--- config.mk ---
export PLATFORM = sky130hd
export DESIGN_NAME = ddr_axi_burst_master
export DESIGN_NICKNAME = d
export VERILOG_FILES = /design/src/rtl/ddr_axi_pkg.sv /design/src/rtl/ddr_axi_burst_calc.sv /design/src/rtl/ddr_axi_burst_master.sv
export SDC_FILE = /design/constraint.sdc
export NUM_CORES = 1
export LEC_CHECK = 0
export ABC_CLOCK_PERIOD_IN_PS = 3800
export CORE_AREA = 3 3 307 309
export CTS_CLUSTER_SIZE = 12
export DETAILED_ROUTE_END_ITERATION = 8
export DIE_AREA = 0 0 310 312
export GPL_ROUTABILITY_DRIVEN = 1
export SETUP_SLACK_MARGIN = 0.2
export SLEW_MARGIN = 20
export SYNTH_ARGS = -nofsm -noshare
export SYNTH_HDL_FRONTEND = slang
export SYNTH_SLANG_ARGS = --single-unit
--- constraint.sdc ---
create_clock -name clk -period 3.8 [get_ports clk]
set_input_delay 0.38 -clock clk [delete_from_list [all_inputs] [get_ports clk]]
set_output_delay 0.38 -clock clk [all_outputs]
set_load 0.005 [all_outputs]
--- src/rtl/ddr_axi_pkg.sv ---
// Shared types, AXI encodings and helpers for the DDR AXI burst master.
package ddr_axi_pkg;

  typedef enum logic [2:0] {
    S_IDLE,
    S_ADDR,
    S_WDATA,
    S_BRESP,
    S_RDATA,
    S_DONE
  } state_t;

  localparam logic [1:0] BURST_INCR  = 2'b01;
  localparam logic [1:0] RESP_OKAY   = 2'b00;
  localparam logic [1:0] RESP_EXOKAY = 2'b01;
  localparam logic [1:0] RESP_SLVERR = 2'b10;
  localparam logic [1:0] RESP_DECERR = 2'b11;

  function automatic int unsigned log2(input int unsigned v);
    int unsigned r;
    r = 0;
    for (int unsigned i = 0; i < 32; i++)
      if ((32'd1 << i) < v) r = i + 1;
    return r;
  endfunction

endpackage

--- src/rtl/ddr_axi_burst_calc.sv ---
// Burst sizing: min(remaining beats, MAX_BURST, beats left before the next 4 KB boundary).
module ddr_axi_burst_calc
  import ddr_axi_pkg::*;
#(
  parameter int DATA_W    = 128,
  parameter int MAX_BURST = 256
) (
  input  logic [11:0] addr_lo,
  input  logic [15:0] remain,
  output logic [8:0]  beats
);

  localparam int SIZE_LOG = log2(DATA_W / 8);

  logic [16:0] to_bound;
  logic [16:0] cap;

  always_comb begin
    to_bound = 17'((13'h1000 - {1'b0, addr_lo}) >> SIZE_LOG);
    cap      = {1'b0, remain};
    if (cap > 17'(MAX_BURST)) cap = 17'(MAX_BURST);
    if (cap > to_bound)       cap = to_bound;
    beats    = 9'(cap);
  end

endmodule

--- src/rtl/ddr_axi_burst_master.sv ---
// AXI4 burst master turning beat-count commands into 4 KB-safe INCR bursts.
// Optional macro DDR_AXI_ERR_CHECK_EN enables the sticky per-command op_err flag.
module ddr_axi_burst_master
  import ddr_axi_pkg::*;
#(
  parameter int DATA_W    = 128,
  parameter int ADDR_W    = 49,
  parameter int ID_W      = 6,
  parameter int MAX_BURST = 256
) (
  input  logic                          clk,
  input  logic                          rst,
  input  logic                          cmd_valid,
  output logic                          cmd_ready,
  input  logic                          cmd_rd,
  input  logic [ADDR_W-1:0]             cmd_addr,
  input  logic [15:0]                   cmd_beats,
  input  logic [log2(DATA_W/8)-1:0]     cmd_last_bytes,
  input  logic [DATA_W-1:0]             wr_data,
  input  logic                          wr_valid,
  output logic                          wr_ready,
  output logic [DATA_W-1:0]             rd_data,
  output logic                          rd_valid,
  input  logic                          rd_ready,
  output logic                          rd_last,
  output logic                          op_done,
  output logic                          op_err,
  output logic                          busy,
  output logic [ID_W-1:0]               m_axi_awid,
  output logic [ADDR_W-1:0]             m_axi_awaddr,
  output logic [7:0]                    m_axi_awlen,
  output logic [2:0]                    m_axi_awsize,
  output logic [1:0]                    m_axi_awburst,
  output logic                          m_axi_awlock,
  output logic [3:0]                    m_axi_awcache,
  output logic [2:0]                    m_axi_awprot,
  output logic [3:0]                    m_axi_awqos,
  output logic                          m_axi_awvalid,
  input  logic                          m_axi_awready,
  output logic [DATA_W-1:0]             m_axi_wdata,
  output logic [DATA_W/8-1:0]           m_axi_wstrb,
  output logic                          m_axi_wlast,
  output logic                          m_axi_wvalid,
  input  logic                          m_axi_wready,
  input  logic [ID_W-1:0]               m_axi_bid,
  input  logic [1:0]                    m_axi_bresp,
  input  logic                          m_axi_bvalid,
  output logic                          m_axi_bready,
  output logic [ID_W-1:0]               m_axi_arid,
  output logic [ADDR_W-1:0]             m_axi_araddr,
  output logic [7:0]                    m_axi_arlen,
  output logic [2:0]                    m_axi_arsize,
  output logic [1:0]                    m_axi_arburst,
  output logic                          m_axi_arlock,
  output logic [3:0]                    m_axi_arcache,
  output logic [2:0]                    m_axi_arprot,
  output logic [3:0]                    m_axi_arqos,
  output logic                          m_axi_arvalid,
  input  logic                          m_axi_arready,
  input  logic [ID_W-1:0]               m_axi_rid,
  input  logic [DATA_W-1:0]             m_axi_rdata,
  input  logic [1:0]                    m_axi_rresp,
  input  logic                          m_axi_rlast,
  input  logic                          m_axi_rvalid,
  output logic                          m_axi_rready
);

  localparam int BYTES    = DATA_W / 8;
  localparam int SIZE_LOG = log2(BYTES);

  state_t                state, next_state;
  logic                  rd_q;
  logic [ADDR_W-1:0]     addr_q;
  logic [15:0]           remain_q;
  logic [SIZE_LOG-1:0]   last_bytes_q;
  logic [8:0]            burst_q, beat_cnt_q, calc_beats;
  logic                  avalid_q;
  logic                  in_w, in_r, cmd_fire, a_fire, w_fire, b_fire, r_fire;
  logic                  wlast, last_cmd_beat;

  ddr_axi_burst_calc #(.DATA_W(DATA_W), .MAX_BURST(MAX_BURST)) u_calc (
    .addr_lo (addr_q[11:0]),
    .remain  (remain_q),
    .beats   (calc_beats)
  );

  assign in_w     = (state == S_WDATA);
  assign in_r     = (state == S_RDATA);
  assign cmd_fire = cmd_valid && (state == S_IDLE);
  assign a_fire   = avalid_q && (rd_q ? m_axi_arready : m_axi_awready);
  assign w_fire   = in_w && wr_valid && m_axi_wready;
  assign b_fire   = (state == S_BRESP) && m_axi_bvalid;
  assign r_fire   = in_r && m_axi_rvalid && rd_ready;

  always_ff @(posedge clk or posedge rst) begin
    if (rst) state <= S_IDLE;
    else     state <= next_state;
  end

  always_comb begin
    next_state = state;
    case (state)
      S_IDLE:  if (cmd_valid) next_state = (cmd_beats == 16'd0) ? S_DONE : S_ADDR;
      S_ADDR:  if (a_fire) next_state = rd_q ? S_RDATA : S_WDATA;
      S_WDATA: if (w_fire && wlast) next_state = S_BRESP;
      S_BRESP: if (b_fire) next_state = (remain_q != 16'd0) ? S_ADDR : S_DONE;
      S_RDATA: if (r_fire && m_axi_rlast) next_state = (remain_q != 16'd0) ? S_ADDR : S_DONE;
      S_DONE:  next_state = S_IDLE;
      default: next_state = S_IDLE;
    endcase
  end

  // Burst size is latched on the first ADDR cycle so the address phase stays stable until ready.
  always_ff @(posedge clk or posedge rst) begin
    if (rst) begin
      rd_q         <= 1'b0;
      addr_q       <= '0;
      remain_q     <= '0;
      last_bytes_q <= '0;
      burst_q      <= '0;
      beat_cnt_q   <= '0;
      avalid_q     <= 1'b0;
    end else begin
      if (cmd_fire) begin
        rd_q         <= cmd_rd;
        addr_q       <= cmd_addr;
        remain_q     <= cmd_beats;
        last_bytes_q <= cmd_last_bytes;
      end
      if (state == S_ADDR && !avalid_q) begin
        avalid_q   <= 1'b1;
        burst_q    <= calc_beats;
        beat_cnt_q <= calc_beats;
      end else if (a_fire) begin
        avalid_q <= 1'b0;
        addr_q   <= addr_q + (ADDR_W'(burst_q) << SIZE_LOG);
        remain_q <= remain_q - 16'(burst_q);
      end
      if (w_fire) beat_cnt_q <= beat_cnt_q - 9'd1;
    end
  end

  assign wlast         = (beat_cnt_q == 9'd1);
  assign last_cmd_beat = wlast && (remain_q == 16'd0);

  always_comb begin
    m_axi_wstrb = '1;
    if (last_cmd_beat)
      for (int unsigned i = 0; i < BYTES; i++)
        m_axi_wstrb[i] = (SIZE_LOG'(i) <= last_bytes_q);
  end

  assign cmd_ready     = (state == S_IDLE);
  assign busy          = (state != S_IDLE);
  assign op_done       = (state == S_DONE);

  assign m_axi_awid    = '0;
  assign m_axi_awaddr  = addr_q;
  assign m_axi_awlen   = 8'(burst_q - 9'd1);
  assign m_axi_awsize  = 3'(SIZE_LOG);
  assign m_axi_awburst = BURST_INCR;
  assign m_axi_awlock  = 1'b0;
  assign m_axi_awcache = '0;
  assign m_axi_awprot  = '0;
  assign m_axi_awqos   = '0;
  assign m_axi_awvalid = avalid_q && !rd_q;

  assign m_axi_arid    = '0;
  assign m_axi_araddr  = addr_q;
  assign m_axi_arlen   = 8'(burst_q - 9'd1);
  assign m_axi_arsize  = 3'(SIZE_LOG);
  assign m_axi_arburst = BURST_INCR;
  assign m_axi_arlock  = 1'b0;
  assign m_axi_arcache = '0;
  assign m_axi_arprot  = '0;
  assign m_axi_arqos   = '0;
  assign m_axi_arvalid = avalid_q && rd_q;

  assign m_axi_wdata   = wr_data;
  assign m_axi_wvalid  = in_w && wr_valid;
  assign m_axi_wlast   = wlast;
  assign wr_ready      = in_w && m_axi_wready;
  assign m_axi_bready  = (state == S_BRESP);

  assign m_axi_rready  = in_r && rd_ready;
  assign rd_valid      = in_r && m_axi_rvalid;
  assign rd_data       = m_axi_rdata;
  assign rd_last       = in_r && m_axi_rlast && (remain_q == 16'd0);

`ifdef DDR_AXI_ERR_CHECK_EN
  logic err_q;
  logic unused_ids;

  always_ff @(posedge clk or posedge rst) begin
    if (rst)            err_q <= 1'b0;
    else if (cmd_fire)  err_q <= 1'b0;
    else if ((b_fire && m_axi_bresp != RESP_OKAY) || (r_fire && m_axi_rresp != RESP_OKAY))
      err_q <= 1'b1;
  end

  assign op_err     = err_q;
  assign unused_ids = ^{m_axi_bid, m_axi_rid};
`else
  logic unused_resp;
  assign op_err      = 1'b0;
  assign unused_resp = ^{m_axi_bid, m_axi_rid, m_axi_bresp, m_axi_rresp, b_fire};
`endif

endmodule

# Word level (Yosys, flattened, before mapping)
# Cells that the tools add are included.
dict set report word_totals {
  regBits 92
  latch_bits 0
  ram_bits 0
  romBits 0
  in_bits 353
  output_inout_bits 445
  word_cells 92
  n_memories 0
}
dict set report op_classes {
  add_sub_neg 5
  mul 0
  div_mod_pow 0
  magnitude_cmp 18
  eq_ne 11
  shift 0
  muxes 23
  bitwise_logic 0
  reduce_logical 27
}
# cell n
set ops {}
lappend ops {{$mux W49} 3}
lappend ops {{$mux W16} 5}
lappend ops {{$add A49 B13 Y49} 1}
lappend ops {{$le A4 B4 Y1 const A} 8}
lappend ops {{$logic_not A16 Y1} 2}
lappend ops {{$mux W9} 3}
lappend ops {{$mux W3} 8}
lappend ops {{$logic_and A1 B1 Y1} 17}
lappend ops {{$gt A16 B13 Y1} 1}
lappend ops {{$gt A16 B9 Y1 const B} 1}
lappend ops {{$le A3 B4 Y1 const A} 4}
lappend ops {{$reduce_bool A16 Y1} 1}
lappend ops {{$sub A16 B9 Y16} 1}
lappend ops {{$pmux W3 S5} 1}
lappend ops {{$sub A13 B12 Y14 const A} 1}
lappend ops {{$eq A9 B1 Y1 const B} 1}
lappend ops {{$sub A9 B1 Y9 const B} 1}
lappend ops {{$le A1 B4 Y1 const A} 2}
lappend ops {{$le A2 B4 Y1 const A} 2}
lappend ops {{$sub A8 B1 Y8 const B} 1}
lappend ops {{$eq A3 B2 Y1 const B} 2}
lappend ops {{$eq A3 B3 Y1 const B} 2}
lappend ops {{$ne A2 B1 Y1 const B} 3}
lappend ops {{$reduce_and A5 Y1} 1}
lappend ops {{other kinds (7)} 12}

# Logic depth before layout (Yosys ltp)
dict set report logic_depth {
  word_depth 6
  ltp_mapped 12
  ltp_nobuf 12
}

# Hierarchy
# Synthesis repeated with hierarchy kept, for this count alone.
dict set report hier_totals {
  hier_cells 1150
  area_unflattened_um2 9364.0
}
# mod instances cells_each area_each_um2 seq_area_each_um2
set modules_own_cells {}
lappend modules_own_cells {ddr_axi_burst_master 1 1077 8832.2 2302.2}
lappend modules_own_cells {ddr_axi_burst_calc 1 73 531.8 0.0}

# Worst setup path after synthesis
# Ideal clock, no wire load.
dict set report synth_path {
  kind {register to register}
  start {reg remain_q[10]}
  end {reg beat_cnt_q[2]}
  arrival_time_ns 3.326
  t_required_ns 3.710
  slack_ns 0.384
  path_stages_with_launch 13
  n_path_buf 0
  cell_sequence {dfrtp_1 > or3_4 > or3_4 > a2111oi_4 > nand2_1 > inv_1 > ha_1 > nor2b_1 > o211ai_1 > a21oi_1 > o31ai_4 > mux2_2 > o221ai_1}
}
dict set report synth_between {
  elab_chain_cells 6
}
# element line_no
set synth_lines {}
lappend synth_lines {{from (decl)} ddr_axi_burst_master.sv:74} ;# logic [15:0] remain_q;
lappend synth_lines {{from (signal assigned)} ddr_axi_burst_master.sv:127} ;# remain_q <= cmd_beats;
lappend synth_lines {{from (signal assigned)} ddr_axi_burst_master.sv:137} ;# remain_q <= remain_q - 16'(burst_q);
lappend synth_lines {{$gt A16 B9 Y1} ddr_axi_burst_calc.sv:21} ;# if (cap > 17'(MAX_BURST)) cap = 17'(MAX_BURST);
lappend synth_lines {{$mux W16 *} ddr_axi_burst_calc.sv:21}
lappend synth_lines {{$gt A16 B13 Y1} ddr_axi_burst_calc.sv:22} ;# if (cap > to_bound) cap = to_bound;
lappend synth_lines {{$mux W9 *} ddr_axi_burst_calc.sv:22}
lappend synth_lines {{$mux W9 *} ddr_axi_burst_master.sv:130} ;# if (state == S_ADDR && !avalid_q) begin
lappend synth_lines {{$mux W9 *} ddr_axi_burst_master.sv:139} ;# if (w_fire) beat_cnt_q <= beat_cnt_q - 9'd1;
lappend synth_lines {{to (signal assigned)} ddr_axi_burst_master.sv:133} ;# beat_cnt_q <= calc_beats;
lappend synth_lines {{to (signal assigned)} ddr_axi_burst_master.sv:139}
lappend synth_lines {{to (decl)} ddr_axi_burst_master.sv:76} ;# logic [8:0] burst_q, beat_cnt_q, calc_beats;
# Every way passes the cells marked *; elsewhere a longest branch is shown, timed or not. The select of a mux whose other input is x is not followed.
# A chain may end at the register's enable or synchronous reset.

# Final worst setup path
dict set report layout_path {
  start {reg remain_q[10]}
  end {out m_axi_wstrb[6]}
}
dict set report layout_between {
  elab_chain_cells 3
}
# element line_no
set layout_lines {}
lappend layout_lines {{$logic_not A16 Y1} ddr_axi_burst_master.sv:144} ;# assign last_cmd_beat = wlast && (remain_q == 16'd0);
lappend layout_lines {{$logic_and A1 B1 Y1} ddr_axi_burst_master.sv:144}
lappend layout_lines {{$mux W16} ddr_axi_burst_master.sv:148} ;# if (last_cmd_beat)
lappend layout_lines {{to (decl)} ddr_axi_burst_master.sv:41} ;# output logic [DATA_W/8-1:0] m_axi_wstrb,
# Every way passes these cells.

==> flow_metrics.tcl <==
set metrics [dict create \
    synth_top_family_by_area "buffers and inverters" \
    synthXorXnorAreaFrac 0.0217 \
    clk_pin_slew_ps 80 \
    start_util 0.101 \
    fin_tns_setup_ps 0 \
    p_leak_nw 4.07 \
    cts_made_buffers 9 \
    finalHoldViolations 0 \
    setup.worst_path.end_class "output port" \
    ys_types 75 \
    die_height_um 312 \
    first_pass_iters 5 \
    area.growth.synth_to_final_pct 18.0 \
    min_path_type "input pin to asynchronous set/reset pin" \
    tightest_slew_ps 758 \
    muxShareOfSynthArea 0.0387 \
    netlist_area_um2 9280 \
    cp.required_ps 3420 \
    place_inst 2227 \
    vias 7586 \
    antenna_left 0 \
    insertion_delay_ps 400 \
    io_pins 798 \
    clockBufferDepth 2 \
    grt_pass1_vias 7516 \
    path_max_fanout 5 \
    dp_hpwl_mm 35.4 \
    nets 1440 \
    synth_compound_area_frac 0.154 \
    drive_above_1_share 0.0962 \
    rrSetupSlack_ps 360 \
    ir_drop_mv 0.298 \
    ys.flop_type "dfrtp_1" \
    synth-seq-area-share 0.248 \
    cts_sinks 92 \
    row_count 111 \
    rsz0062_at_grt "true" \
    ys_seq_elements 92 \
    crit_path_start_kind "flip-flop" \
    io_buffer_count 221 \
    relSlewSlack 0.490 \
    ys_warn_count 0 \
    grt_max_degree 57 \
    viasPerCell 3.37 \
    arrival_ps 3060 \
    pwr_density_cell_nw_per_um2 783 \
    cts-root-buf "clkbuf_16" \
    syn_area_per_cell_um2 8.18 \
    gr-total-overflow 0 \
    grt_pass1_wl_mm 57.3 \
    wl_per_cell_um 19.0 \
    die_w_um 310 \
    synthCells 1135 \
    finalCriticalPeriod_ps 3440 \
    outcome "complete, no violations" \
    cap_violations 0 \
    fin_cells 2250 \
    finalSetupViolations 0 \
    synth_edf_count 0 \
    wirelength_mm 42.8 \
    synth-async-reset-ratio 1.00 \
    cts_tree "done" \
    gp_congestion 0.855 \
    core_um2 91700 \
    synthAdderAreaFrac 0.0447 \
    power_mw 8.57 \
    post-route-util 0.119 \
    path_class "flip-flop to output port" \
    htreeDepth 3 \
    fin_worst_skew_ps 19.0 \
    fmax_mhz 291 \
    grtUsageTotal 0.0858 \
    drtIter0Drc 462 \
    slew_violations 0 \
    drc 0 \
    dieArea_um2 96700 \
    antenna_found_initial 9 \
    finalCritPeriodShare 0.906 \
    yosys.area_share.simple 0.171 \
]
-- per-stage QoR --
step                      instance area [um2]  setup WS, ps  hold WS [ps]
after global routing                    10900           196           394
after CTS                               10900           224           362
after global placement                  10600           128           537
after detailed placement                10600          89.7           538
final                                   11000           358           379
after floorplan                          9460           384           475
-- registers in the layout, indices dropped and copies added (netlist names) --
| name | flops |
|---|---|
| state | 3 |
| beat_cnt_q | 9 |
| m_axi_araddr | 49 |
| burst_q | 9 |
| avalid_q | 1 |
| rd_q | 1 |
| last_bytes_q | 4 |
| remain_q | 16 |
-- synthesized netlist by cell type (15+ instances only) --
| cell type | number | area share |
|---|---|---|
| buf_4 | 361 | 0.29 |
| dfrtp_1 | 92 | 0.25 |
| nand2_1 | 92 | 0.037 |
| nor2_1 | 72 | 0.029 |
| a21oi_1 | 45 | 0.024 |
| o21ai_0 | 45 | 0.024 |
| inv_1 | 38 | 0.015 |
| ha_1 | 30 | 0.040 |
| nand3_1 | 29 | 0.016 |
| nor3_1 | 25 | 0.013 |
| clkbuf_1 | 21 | 0.0085 |
| mux2i_1 | 19 | 0.020 |
| a211oi_1 | 17 | 0.014 |
| xnor2_1 | 15 | 0.014 |
-- area by class of cell --
cell class              count  area (um2)
fillers                 10600       80700
clock buffers               9         225
multi-input cells         659        4210
inverters                  38         145
diodes                      4        10.0
well taps                1186        1480
repair buffers            255        2500
flip-flops and latches     92        2300
clock inverters             7        70.1
-- kinds of logic after synthesis --
| logic type | Yosys count |
|---|---|
| AND/OR/NAND/NOR | 318 |
| flip-flops | 92 |
| adder cells (fa/ha/maj) | 32 |
| XOR/XNOR | 23 |
| other | 2 |
| multiplexers | 33 |
| buffers and inverters | 430 |
| AO/OA/AOI/OAI | 205 |
-- worst paths after layout --
check | startpoint | to | cells past startpoint
worst max-delay path | remain_q[10] | m_axi_wstrb[6] | 9
worst min-delay path | rst | m_axi_araddr[20] | 2
worst max register to register | remain_q[10] | beat_cnt_q[2] | 14
worst min register to register | beat_cnt_q[3] | beat_cnt_q[3] | 2
max in group asynchronous | rst | m_axi_araddr[4] | 3
min in group clk | cmd_addr[1] | m_axi_araddr[1] | 3
-- where the power goes --
part | switching, mW | internal, mW
logic | 2.70 | 2.64
registers | 0.788 | 1.44
clock network | 0.531 | 0.462
-- placed cells by master, fill, tap and decap left out, types with 5 or more instances in the layout --
cell,n
a31oi_1,5
xnor2_1,15
a21oi_1,44
mux2i_1,19
nor3b_1,5
clkbuf_16,9
xor2_1,8
nand3_1,29
buf_4,30
and3_1,8
o32ai_1,6
or2_2,5
inv_1,37
o21ai_1,6
dfrtp_1,91
nor4_1,12
or3_1,8
a211o_1,5
a311oi_1,7
a21o_1,6
mux2_2,11
and2_1,11
nor3_1,23
o21a_1,8
nand2b_1,10
conb_1,48
or4_1,5
nand2_1,91
o21ai_0,43
nor2b_1,6
nor2_1,69
o311ai_0,6
clkdlybuf4s50_1,221
a211oi_1,17
ha_1,30
o211ai_1,8
nand4_1,11
-- worst max-delay path, stage by stage (launching register included) --
cell and delay, ps:
dfrtp_1 420, or3_4 410, or3_4 380, nor2_2 240, inv_1 120, nor2_2 190, nand2_1 160, nor2_2 220
nand2_1 90, clkdlybuf4s50_1 450
-- routing by layer --
metal,GRT usage,part of all wire,vias up
met5,0.0121,0.0056,-
met4,0.0428,0.044,14
met3,0.0457,0.12,139
met2,0.133,0.45,519
met1,0.0945,0.38,3540
li1,-,-,3374
-- what timing repair did --
item,CTS,global route
hold buffers,0,0
setup buffers,3,0
setup endpoints to repair,31,25
pin swaps,1,3
gates cloned,0,0
resized for setup,4,8
Note: power is estimated with default switching activity, not from simulation.
